`src/rtl/javk_mem_arbiter.sv`:
```
// Shares one asynchronous-read memory port between the JAVK CPU and a DMA engine.
// Each access runs IDLE (arbitrate) -> ISSUE (memory strobe) -> ACK (completion pulse).
module javk_mem_arbiter #(
    parameter int ADDR_W        = 16,
    parameter int DATA_W        = 8,
    parameter int DMA_BURST_MAX = 16
) (
    input  logic              clk,
    input  logic              rst,
    input  logic              cpu_req,
    input  logic [ADDR_W-1:0] cpu_addr,
    input  logic              cpu_rw,
    input  logic [DATA_W-1:0] cpu_wdata,
    output logic [DATA_W-1:0] cpu_rdata,
    output logic              cpu_ack,
    input  logic              dma_req,
    input  logic [ADDR_W-1:0] dma_addr,
    input  logic              dma_rw,
    input  logic [DATA_W-1:0] dma_wdata,
    output logic [DATA_W-1:0] dma_rdata,
    output logic              dma_ack,
    input  logic              dma_lock,
    output logic              mem_en,
    output logic [ADDR_W-1:0] mem_addr,
    output logic              mem_rw,
    output logic [DATA_W-1:0] mem_wdata,
    input  logic [DATA_W-1:0] mem_rdata
);
    typedef enum logic [1:0] {S_IDLE, S_ISSUE, S_ACK} state_e;

    localparam logic       OWN_CPU   = 1'b0;
    localparam logic       OWN_DMA   = 1'b1;
    localparam logic [7:0] BURST_MAX = 8'(DMA_BURST_MAX);
    localparam logic [7:0] RUN_SAT   = 8'hFF;

    state_e            state_q, state_d;
    logic              owner_q, owner_d;
    logic              last_owner_q, last_owner_d;
    logic [7:0]        dma_run_q, dma_run_d;
    logic [DATA_W-1:0] cpu_rdata_q, cpu_rdata_d;
    logic [DATA_W-1:0] dma_rdata_q, dma_rdata_d;
    logic              cpu_ack_q, cpu_ack_d;
    logic              dma_ack_q, dma_ack_d;

    logic              winner;
    logic [ADDR_W-1:0] sel_addr;
    logic              sel_rw;
    logic [DATA_W-1:0] sel_wdata;

    // Priority: starvation guard, then DMA lock, then single requester, then round-robin.
    always_comb begin
        winner = ~last_owner_q;
        if (cpu_req && (dma_run_q == BURST_MAX)) begin
            winner = OWN_CPU;
        end else if (dma_req && dma_lock && (last_owner_q == OWN_DMA)) begin
            winner = OWN_DMA;
        end else if (cpu_req && !dma_req) begin
            winner = OWN_CPU;
        end else if (dma_req && !cpu_req) begin
            winner = OWN_DMA;
        end
    end

    always_comb begin
        sel_addr  = (owner_q == OWN_DMA) ? dma_addr  : cpu_addr;
        sel_rw    = (owner_q == OWN_DMA) ? dma_rw    : cpu_rw;
        sel_wdata = (owner_q == OWN_DMA) ? dma_wdata : cpu_wdata;
    end

    // Memory port is driven only during ISSUE; all other states present the idle bus.
    always_comb begin
        mem_en    = 1'b0;
        mem_addr  = '0;
        mem_rw    = 1'b1;
        mem_wdata = '0;
        if (state_q == S_ISSUE) begin
            mem_en    = 1'b1;
            mem_addr  = sel_addr;
            mem_rw    = sel_rw;
            mem_wdata = sel_wdata;
        end
    end

    always_comb begin
        state_d      = state_q;
        owner_d      = owner_q;
        last_owner_d = last_owner_q;
        dma_run_d    = dma_run_q;
        cpu_rdata_d  = cpu_rdata_q;
        dma_rdata_d  = dma_rdata_q;
        cpu_ack_d    = 1'b0;
        dma_ack_d    = 1'b0;
        case (state_q)
            S_IDLE: begin
                if (cpu_req || dma_req) begin
                    owner_d = winner;
                    state_d = S_ISSUE;
                end
            end
            S_ISSUE: begin
                state_d = S_ACK;
                if (owner_q == OWN_DMA) begin
                    dma_ack_d = 1'b1;
                    if (sel_rw) dma_rdata_d = mem_rdata;
                end else begin
                    cpu_ack_d = 1'b1;
                    if (sel_rw) cpu_rdata_d = mem_rdata;
                end
            end
            S_ACK: begin
                state_d      = S_IDLE;
                last_owner_d = owner_q;
                if (owner_q == OWN_DMA) begin
                    dma_run_d = (dma_run_q == RUN_SAT) ? RUN_SAT : dma_run_q + 8'd1;
                end else begin
                    dma_run_d = '0;
                end
            end
            default: state_d = S_IDLE;
        endcase
    end

    // A reset during ACK still lets the already-registered ack be seen for that cycle.
    always_ff @(posedge clk) begin
        if (rst) begin
            state_q      <= S_IDLE;
            owner_q      <= OWN_CPU;
            last_owner_q <= OWN_DMA;
            dma_run_q    <= '0;
            cpu_rdata_q  <= '0;
            dma_rdata_q  <= '0;
            cpu_ack_q    <= 1'b0;
            dma_ack_q    <= 1'b0;
        end else begin
            state_q      <= state_d;
            owner_q      <= owner_d;
            last_owner_q <= last_owner_d;
            dma_run_q    <= dma_run_d;
            cpu_rdata_q  <= cpu_rdata_d;
            dma_rdata_q  <= dma_rdata_d;
            cpu_ack_q    <= cpu_ack_d;
            dma_ack_q    <= dma_ack_d;
        end
    end

    assign cpu_rdata = cpu_rdata_q;
    assign dma_rdata = dma_rdata_q;
    assign cpu_ack   = cpu_ack_q;
    assign dma_ack   = dma_ack_q;

endmodule

```
`config.mk`:
```
export PLATFORM = sky130hd
export DESIGN_NAME = javk_mem_arbiter
export DESIGN_NICKNAME = d
export VERILOG_FILES = /design/src/rtl/javk_mem_arbiter.sv
export SDC_FILE = /design/constraint.sdc
export NUM_CORES = 1
export LEC_CHECK = 0
export BUFFER_PORTS_ARGS = -buffer_cell sky130_fd_sc_hd__buf_4
export CAP_MARGIN = 5
export CELL_PAD_IN_SITES_DETAIL_PLACEMENT = 1
export CELL_PAD_IN_SITES_GLOBAL_PLACEMENT = 2
export CORE_AREA = 3 3 109 90
export CTS_CLUSTER_DIAMETER = 80
export CTS_CLUSTER_SIZE = 10
export DETAILED_ROUTE_END_ITERATION = 10
export DIE_AREA = 0 0 112 93
export PLACE_DENSITY = 0.82
export RECOVER_POWER = 100
export SYNTH_ARGS = -nofsm -noshare
export SYNTH_HDL_FRONTEND = slang
export SYNTH_SLANG_ARGS = --single-unit
```
`constraint.sdc`:
```
create_clock -name clk -period 1.2 [get_ports clk]
set_input_delay 0.18 -clock clk [delete_from_list [all_inputs] [get_ports clk]]
set_output_delay 0.18 -clock clk [all_outputs]
set_load 0.05 [all_outputs]
```
==> results.toml, run 1 <==
[worst_setup_path]
crit_type = "flip-flop to primary output"
cp_max_fo = 7
rr_endpoint = "cpu_rdata[5]"
worstSetupEndpointType = "primary output"
worst_r2r_path_depth = 7
reg2reg_slack_ns = -0.18
start_kind = "flip-flop"
r2r-start = "owner_q"
worstPathArrival_ns = 1.39
crit_required_ns = 1.02

[die]
num_rows = 31
io-pin-count = 107
die_h_um = 93
dieArea_um2 = 10400
core_um2 = 8880
fp.dieW_um = 112
start_util_pct = 18.5

[power]
leakage_nw = 1.50
ir_worst_vdd_mv = 0.293
pwr_density_cell_nw_per_um2 = 885

[detailed_routing]
vias = 2006
ant_nets = 0
routedWlPerCell_um = 15.4
dr.first_iter.drc_count = 22
wl_um = 7050
drc = 0
avgViaCountPerCell = 4.37
dr.pass1.iters = 4

[timing]
setup_viol = 48
hold_viol = 0
fin_crit_sh_pct = 131
finalSetupTns_ns = -10.70
relSlewSlack_pct = 76.7
fmax_mhz = 636
grt_setup_unrepaired = "yes"
worst-slew-pin-transition_ns = 0.348
postLayoutSetupSlackWorst_ns = -0.372
min_period_ns = 1.57
drv_slew = 0
fin_skew_ns = 0.00899

[run_status]
status = "complete, but fails checks"
violations = "negative setup slack"

[global_route]
track_usage_pct = 13.1
grt_max_degree = 15
grt_pass1_vias = 2187
antenna_found_initial = 0
grt-ovfl-total = 0
grt_first_pass_wirelength_um = 10800

[clocking]
cts.path.max_buffers = 2
cts_hold_buf = 0
numClockSinks = 30
cts_buffers = 5
cts_tree = "built"
cts_root_buffer = "clkbuf_8"
htreeDepth = 2
clk_latency_ns = 0.29
clkSlewWorstSetupHoldPaths_ns = 0.06

[layout]
final_cell_mix = "80 x buf_4, 28 x nand2_1, 27 x nor2_4"
mostFrequentLayoutCell = "buf_4"
instances_no_fill = 459
antenna_cells = 0
area_growth_pct = 137
nNetsFinal = 409
drive_gt1_share_pct = 76.5

[synthesis]
synth_area_um2 = 1650
syn_inst = 203
ys_ff_latch = 30
syn_area_per_cell_um2 = 8.11
syn_nets = 268
ys_types = 35
ys_warn_count = 0
seq_area_frac_synth_pct = 36.5

[flow_run]
max_cap_viol_count = 0

[worst_hold_path]
whs_endpoint = "owner_q"
holdPathStages = 2
hp-start = "cpu_req"
hold_path_class = "input port to flip-flop"

[place]
dpl.cell_count = 438
place_ws_ns = -0.108
io_buffer_count = 106
gp_congestion = 0.809
dp_hpwl_um = 5120
==> critical path: stages, from the launching register on <==
cell and delay, ns:
dfxtp_4 0.45, buf_16 0.19, mux2i_4 0.26, nor2_4 0.05, buf_8 0.15
==> registers in the layout, summed over array words and instances (netlist names) <==
name and count:
owner_q 1, last_owner_q 1, cpu_ack 1, state_q 2, dma_ack 1, dma_rdata 8
cpu_rdata 8, dma_run_q 8
==> worst max path at each step <==
stage | start | endpoint | depth (start not counted)
after floorplan | owner_q | mem_addr[2] | 5
after global placement | owner_q | mem_addr[9] | 4
after detailed placement | owner_q | mem_addr[11] | 4
after CTS | owner_q | mem_wdata[4] | 4
after global routing | owner_q | mem_wdata[2] | 4
final | owner_q | mem_wdata[5] | 4
==> cells in the mapped netlist <==
master / count / area share, %
nand2_1: 40 / 9.1
nand3_2: 1 / 0.61
or2_1: 1 / 0.38
a311oi_1: 1 / 0.53
a21oi_1: 19 / 5.8
nor4_1: 1 / 0.38
and4_4: 1 / 0.68
o21bai_1: 2 / 0.91
nand3_1: 5 / 1.5
nor4b_1: 1 / 0.53
nand4_1: 1 / 0.38
ha_1: 2 / 1.5
a221oi_1: 1 / 0.53
o21bai_4: 1 / 1.1
and4_1: 1 / 0.53
nor2_1: 32 / 7.3
nand2b_1: 3 / 1.1
mux2i_1: 25 / 15
nor2b_1: 1 / 0.38
inv_1: 3 / 0.68
buf_6: 1 / 0.68
and2_1: 1 / 0.38
buf_2: 6 / 1.8
nor2_4: 3 / 2.1
dfxtp_1: 30 / 37
nor3_1: 4 / 1.2
buf_4: 2 / 0.91
a211oi_2: 1 / 0.76
nand2b_4: 2 / 1.7
a31oi_1: 3 / 1.1
and3_1: 1 / 0.38
nor3_2: 2 / 1.2
and4b_1: 1 / 0.61
clkbuf_1: 2 / 0.46
a211oi_1: 2 / 0.91
==> repair_timing <==
item	4_1_cts	5_1_grt
setup endpoints to repair	50	51
buffers inserted	9	5
gates cloned	2	0
pin swaps	32	23
gates resized for setup	116	47
==> power by group <==
group | switching (mW) | leakage, nW | total [mW] | internal, mW
clock network | 0.389 | 0.0438 | 0.777 | 0.388
logic | 0.818 | 1.21 | 1.62 | 0.800
registers | 0.0368 | 0.249 | 1.06 | 1.03
total | 1.24 | 1.50 | 3.46 | 2.21
==> stage by stage <==
stage	cell area, µm²	hold WS [ns]	util [%]	power [mW]
2_1_floorplan	1940	0.250	-	1.83
3_3_place_gp	3000	0.383	33.8	2.21
3_5_place_dp	3000	0.384	33.8	2.23
4_1_cts	3750	0.0830	42.2	3.47
5_1_grt	3910	0.0876	44.0	3.64
6_report	3910	0.0877	44.0	3.46
==> kinds of logic after synthesis <==
family / after synthesis / share of synthesized area, %
adder cells (fa/ha/maj): 2 / 1.52
AND/OR/NAND/NOR: 102 / 30.5
flip-flops: 30 / 36.5
multiplexers: 25 / 15.2
AO/OA/AOI/OAI: 30 / 11.7
buffers and inverters: 14 / 4.56
==> metal layers <==
metal | up-vias | routed length [µm] | track usage [%]
li1 | 986 | - | -
met3 | 13 | 444 | 3.88
met1 | 941 | 2700 | 14.7
met2 | 66 | 3780 | 23.7
met5 | - | 0 | 0
met4 | 0 | 124 | 4.80
==> layout make-up <==
| class | instances | area [µm²] |
|---|---|---|
| repair buffers | 145 | 1360 |
| flip-flops and latches | 30 | 621 |
| clock buffers | 5 | 68.8 |
| well taps | 115 | 144 |
| clock inverters | 2 | 10.0 |
| inverters | 3 | 20.0 |
| multi-input cells | 159 | 1680 |
| fillers | 977 | 4980 |
(Power assumes the default switching activity.)
==> run 2: changes to the inputs <==
--- a/config.mk
+++ b/config.mk
@@ -7,14 +7,12 @@
 export LEC_CHECK = 0
 export BUFFER_PORTS_ARGS = -buffer_cell sky130_fd_sc_hd__buf_4
 export CAP_MARGIN = 5
-export CELL_PAD_IN_SITES_DETAIL_PLACEMENT = 1
-export CELL_PAD_IN_SITES_GLOBAL_PLACEMENT = 2
-export CORE_AREA = 3 3 109 90
+export CORE_AREA = 3 3 78 65
 export CTS_CLUSTER_DIAMETER = 80
 export CTS_CLUSTER_SIZE = 10
 export DETAILED_ROUTE_END_ITERATION = 10
-export DIE_AREA = 0 0 112 93
-export PLACE_DENSITY = 0.82
+export DIE_AREA = 0 0 81 68
+export PLACE_DENSITY = 0.84
 export RECOVER_POWER = 100
 export SYNTH_ARGS = -nofsm -noshare
 export SYNTH_HDL_FRONTEND = slang
==> results.toml, run 2 (same netlist as run 1, synthesis figures left out) <==
[clocking]
cts_tree = "built"
clkSlewWorstSetupHoldPaths_ns = 0.08
cts.path.max_buffers = 2
cts_buffers = 5
clk_latency_ns = 0.29
htreeDepth = 2
cts_hold_buf = 0
numClockSinks = 30
cts_root_buffer = "clkbuf_8"

[worst_hold_path]
hold_path_class = "input port to flip-flop"

[die]
num_rows = 21
fp.dieW_um = 81
core_um2 = 4260
die_h_um = 68
dieArea_um2 = 5510
start_util_pct = 38.7
io-pin-count = 107

[timing]
worst-slew-pin-transition_ns = 0.378
setup_viol = 54
hold_viol = 0
grt_setup_unrepaired = "yes"
postLayoutSetupSlackWorst_ns = -0.407
finalSetupTns_ns = -14.55
drv_slew = 0
min_period_ns = 1.61
fmax_mhz = 622
fin_crit_sh_pct = 134
fin_skew_ns = 0.0157
relSlewSlack_pct = 74.6

[worst_setup_path]
crit_chain = "buf_16, mux2i_4, nor2_4, buf_6"
cp_slowest_cell = "dfxtp_4"
critPathBufInv = 2
worstSetupEndpointType = "primary output"
crit_family = "flip-flops"
start_kind = "flip-flop"
reg2reg_slack_ns = -0.35
cp_max_fo = 6
crit_type = "flip-flop to primary output"
worstPathArrival_ns = 1.43
cp_slowest_stage_delay_ns = 0.46
crit_required_ns = 1.02

[place]
dpl.cell_count = 380
dp_hpwl_um = 4340
gp_congestion = 0.883
placed_area_um2 = 2900
place_ws_ns = -0.129
io_buffer_count = 106

[global_route]
antenna_found_initial = 0
track_usage_pct = 27.9
grt_pass1_vias = 2273
grt_first_pass_wirelength_um = 11200
grt_max_degree = 21
grt-ovfl-total = 0

[detailed_routing]
avgViaCountPerCell = 5.56
dr.pass1.iters = 4
ant_nets = 0
vias = 2228
drc = 0
wl_um = 8670
routedWlPerCell_um = 21.6
dr.first_iter.drc_count = 70

[power]
power.total_mw = 3.52
pwr_density_cell_nw_per_um2 = 949
leakage_nw = 1.45
ir_worst_vdd_mv = 0.790

[layout]
mostFrequentLayoutCell = "buf_4"
postLayoutCellArea_um2 = 3710
drive_gt1_share_pct = 73.8
nNetsFinal = 409
final_cell_mix = "89 x buf_4, 33 x nand2_1, 29 x nor2_4"
area_growth_pct = 125
instances_no_fill = 401
antenna_cells = 0

[flow_run]
max_cap_viol_count = 0

[run_status]
status = "complete, but fails checks"
violations = "negative setup slack"
run 2: through the flow:
step	hold slack, ns	utilization [%]
after floorplan	0.250	-
after global placement	0.379	68.2
after detailed placement	0.382	68.2
after CTS	0.0848	82.7
after global routing	0.0980	87.1
final	0.0994	87.1
run 2: report_power, final:
group	total [mW]	switching (mW)	internal, mW	leakage (nW)
registers	1.07	0.0400	1.03	0.248
clock network	0.810	0.421	0.389	0.0438
logic	1.64	0.868	0.774	1.16
total	3.52	1.33	2.19	1.45
run 2: layout make-up:
| class | count | area (µm²) |
|---|---|---|
| multi-input cells | 159 | 1620 |
| repair buffers | 145 | 1310 |
| flip-flops and latches | 30 | 617 |
| fillers | 194 | 548 |
| well taps | 57 | 71.3 |
| clock buffers | 5 | 68.8 |
| inverters | 3 | 15.0 |
| clock inverters | 2 | 10.0 |
run 2: repair_timing:
action | 4_1_cts | 5_1_grt
buffers inserted | 3 | 11
resized for setup | 102 | 41
gates cloned | 1 | 0
endpoints found under the hold margin | 0 | 0
pin swaps | 21 | 11
endpoints found under the setup margin | 50 | 51
run 2: worst register-to-register path, stage by stage (launching register included):
cell and delay [ns]:
dfxtp_4 0.41, buf_4 0.18, nand2b_4 0.16, buf_4 0.14, nor2_4 0.22, buf_6 0.14
nand2_1 0.06, a21oi_1 0.15
run 2: layer usage:
layer  global-route usage, %  vias up  wire length (µm)
li1                        -      984                 -
met3                    6.97       43               571
met4                    16.7        0               571
met5                       0        -                 0
met1                    26.5     1057              2770
met2                    54.5      144              4750
run 2: path summary, 6_finish.rpt:
check                                   from            to  cells after the start
worst max register to register       owner_q  cpu_rdata[5]                      7
worst min register to register  dma_rdata[6]  dma_rdata[6]                      2
worst max-delay path                 owner_q  mem_wdata[0]                      4
worst min-delay path                     rst       cpu_ack                      2
==> run 3: changes to the inputs <==
--- a/config.mk
+++ b/config.mk
@@ -8,12 +8,14 @@
 export BUFFER_PORTS_ARGS = -buffer_cell sky130_fd_sc_hd__buf_4
 export CAP_MARGIN = 5
 export CORE_AREA = 3 3 78 65
+export CTS_BUF_LIST = sky130_fd_sc_hd__clkbuf_8 sky130_fd_sc_hd__clkbuf_16
 export CTS_CLUSTER_DIAMETER = 80
 export CTS_CLUSTER_SIZE = 10
 export DETAILED_ROUTE_END_ITERATION = 10
 export DIE_AREA = 0 0 81 68
 export PLACE_DENSITY = 0.84
 export RECOVER_POWER = 100
+export REMOVE_ABC_BUFFERS = 1
 export SYNTH_ARGS = -nofsm -noshare
 export SYNTH_HDL_FRONTEND = slang
 export SYNTH_SLANG_ARGS = --single-unit
==> constraint.sdc (replaced) <==
create_clock -name clk -period 1.2 [get_ports clk]
set_input_delay 0.12 -clock clk [delete_from_list [all_inputs] [get_ports clk]]
set_output_delay 0.12 -clock clk [all_outputs]
set_load 0.05 [all_outputs]
==> results.toml, run 3 (same netlist as run 1, synthesis figures left out) <==
[power]
p_int_mw = 2.45
pwr-share-comb_pct = 33.8
pwr_density_cell_nw_per_um2 = 1060
p_seq_share_pct = 29.9
p_clk_share_pct = 36.2
leakage_nw = 1.41
p_sw_share_pct = 30.2
netSwitchingPower_mw = 1.06
ir_worst_vdd_mv = 0.686
power.total_mw = 3.51

[global_route]
antenna_found_initial = 0
grt_pass1_vias = 1901
grt_first_pass_wirelength_um = 8630
track_usage_pct = 20.2
grt_max_degree = 24
grt-ovfl-total = 0

[layout]
mostFrequentLayoutCell = "buf_4"
fill_cells = 284
nNetsFinal = 399
final_cell_mix = "96 x buf_4, 34 x buf_6, 32 x nand2_1"
area_growth_pct = 101
drive_gt1_share_pct = 66.3
antenna_cells = 0

[clocking]
clkSlewWorstSetupHoldPaths_ns = 0.06
cts_root_buffer = "clkbuf_8"
clk_latency_ns = 0.28
cts_hold_buf = 0
numClockSinks = 30
cts_buffers = 5
cts.path.max_buffers = 2
htreeDepth = 2
cts_tree = "built"

[detailed_routing]
wl_um = 6090
avgViaCountPerCell = 5.04
drc = 0
vias = 1976
dr.pass1.iters = 4
routedWlPerCell_um = 15.5
dr.first_iter.drc_count = 64
ant_nets = 0

[place]
dp_hpwl_um = 4090
io_buffer_count = 106
gp_congestion = 0.856

[worst_setup_path]
start_kind = "flip-flop"
r2r-start = "owner_q"
crit_type = "flip-flop to primary output"
crit_required_ns = 1.08
cp_max_fo = 12
worstSetupEndpointType = "primary output"
startpoint = "owner_q"
worstPathArrival_ns = 1.39

[timing]
fin_crit_sh_pct = 126
setup_viol = 50
min_period_ns = 1.51
worst-slew-pin-transition_ns = 0.324
whs_ns = 0.0280
relSlewSlack_pct = 78.4
postLayoutSetupSlackWorst_ns = -0.309
fin_skew_ns = 0.00479
hold_viol = 0
fmax_mhz = 663
grt_setup_unrepaired = "yes"
drv_slew = 0

[worst_hold_path]
hold_path_class = "input port to flip-flop"
hp-start = "cpu_req"

[run_status]
violations = "negative setup slack"
status = "complete, but fails checks"

[die]
start_util_pct = 38.7
core_um2 = 4260
io-pin-count = 107
die_h_um = 68
dieArea_um2 = 5510
fp.dieW_um = 81
num_rows = 21

[flow_run]
max_cap_viol_count = 0
## run 3: cell count changes in the layout (fill, tap and decap cells not counted), moves of 7 or more
cell	before	now
clkbuf_2	15	1
nor2_2	0	11
buf_4	89	96
nor2_1	6	21
buf_8	17	2
nor2_4	29	3
buf_6	20	34
mux2i_1	1	19
mux2i_4	24	1
## run 3: worst max-delay path, stage by stage, from the launching register on
cell and delay (ns):
dfxtp_4 0.40, buf_12 0.17, mux2i_1 0.30, nor2_2 0.08
buf_6 0.16
## run 3: worst paths after layout
path / end / slack, ns / cells after the start
min: owner_q / 0.03 / 2
max reg2reg: cpu_rdata[2] / -0.16 / 7
min reg2reg: dma_rdata[7] / 0.45 / 2
max: mem_addr[6] / -0.31 / 4
## run 3: stage by stage
stage / instances / instance area (µm²) / utilization (%) / setup WS [ns] / TNS (ns)
2_1_floorplan: 192 / 1580 / - / -0.976 / -43.68
3_3_place_gp: 377 / 2640 / 62.0 / -0.00898 / -0.0172
3_5_place_dp: 377 / 2640 / 62.0 / -0.0918 / -0.401
4_1_cts: 389 / 3030 / 71.1 / -0.211 / -5.57
5_1_grt: 392 / 3300 / 77.6 / -0.311 / -9.59
6_report: 392 / 3300 / 77.6 / -0.309 / -6.94
## run 3: layer usage
| layer | track usage [%] | wire, µm | vias to the layer above |
|---|---|---|---|
| li1 | - | - | 959 |
| met3 | 6.45 | 505 | 19 |
| met5 | 0 | 0 | - |
| met2 | 35.5 | 3190 | 87 |
| met4 | 11.2 | 210 | 0 |
| met1 | 21.7 | 2180 | 911 |
## run 3: cell type report
cell class / instances / area, µm² / share of cell area (%)
Timing Repair Buffer: 135 / 1180 / 35.7
Multi-Input combinational cell: 159 / 1270 / 38.4
Clock inverter: 2 / 60.1 / 1.82
Clock buffer: 6 / 82.6 / 2.50
Inverter: 3 / 18.8 / 0.568
Tap cell: 57 / 71.3 / 2.16
Sequential cell: 30 / 623 / 18.9
## run 3: timing repair
item / in CTS / in global routing
pin swaps: 7 / 20
setup buffers: 4 / 4
setup endpoints to repair: 42 / 51
gates resized for setup: 60 / 67
## run 3: power groups by stage
stage / registers [mW] / clock network [mW] / logic [mW]
CTS: 1.05 / 1.29 / 1.09
global placement: 1.07 / 0 / 0.954
finish: 1.05 / 1.27 / 1.19
floorplan: 1.16 / 0 / 0.443
global route: 1.05 / 1.33 / 1.25
detailed placement: 1.07 / 0 / 0.966
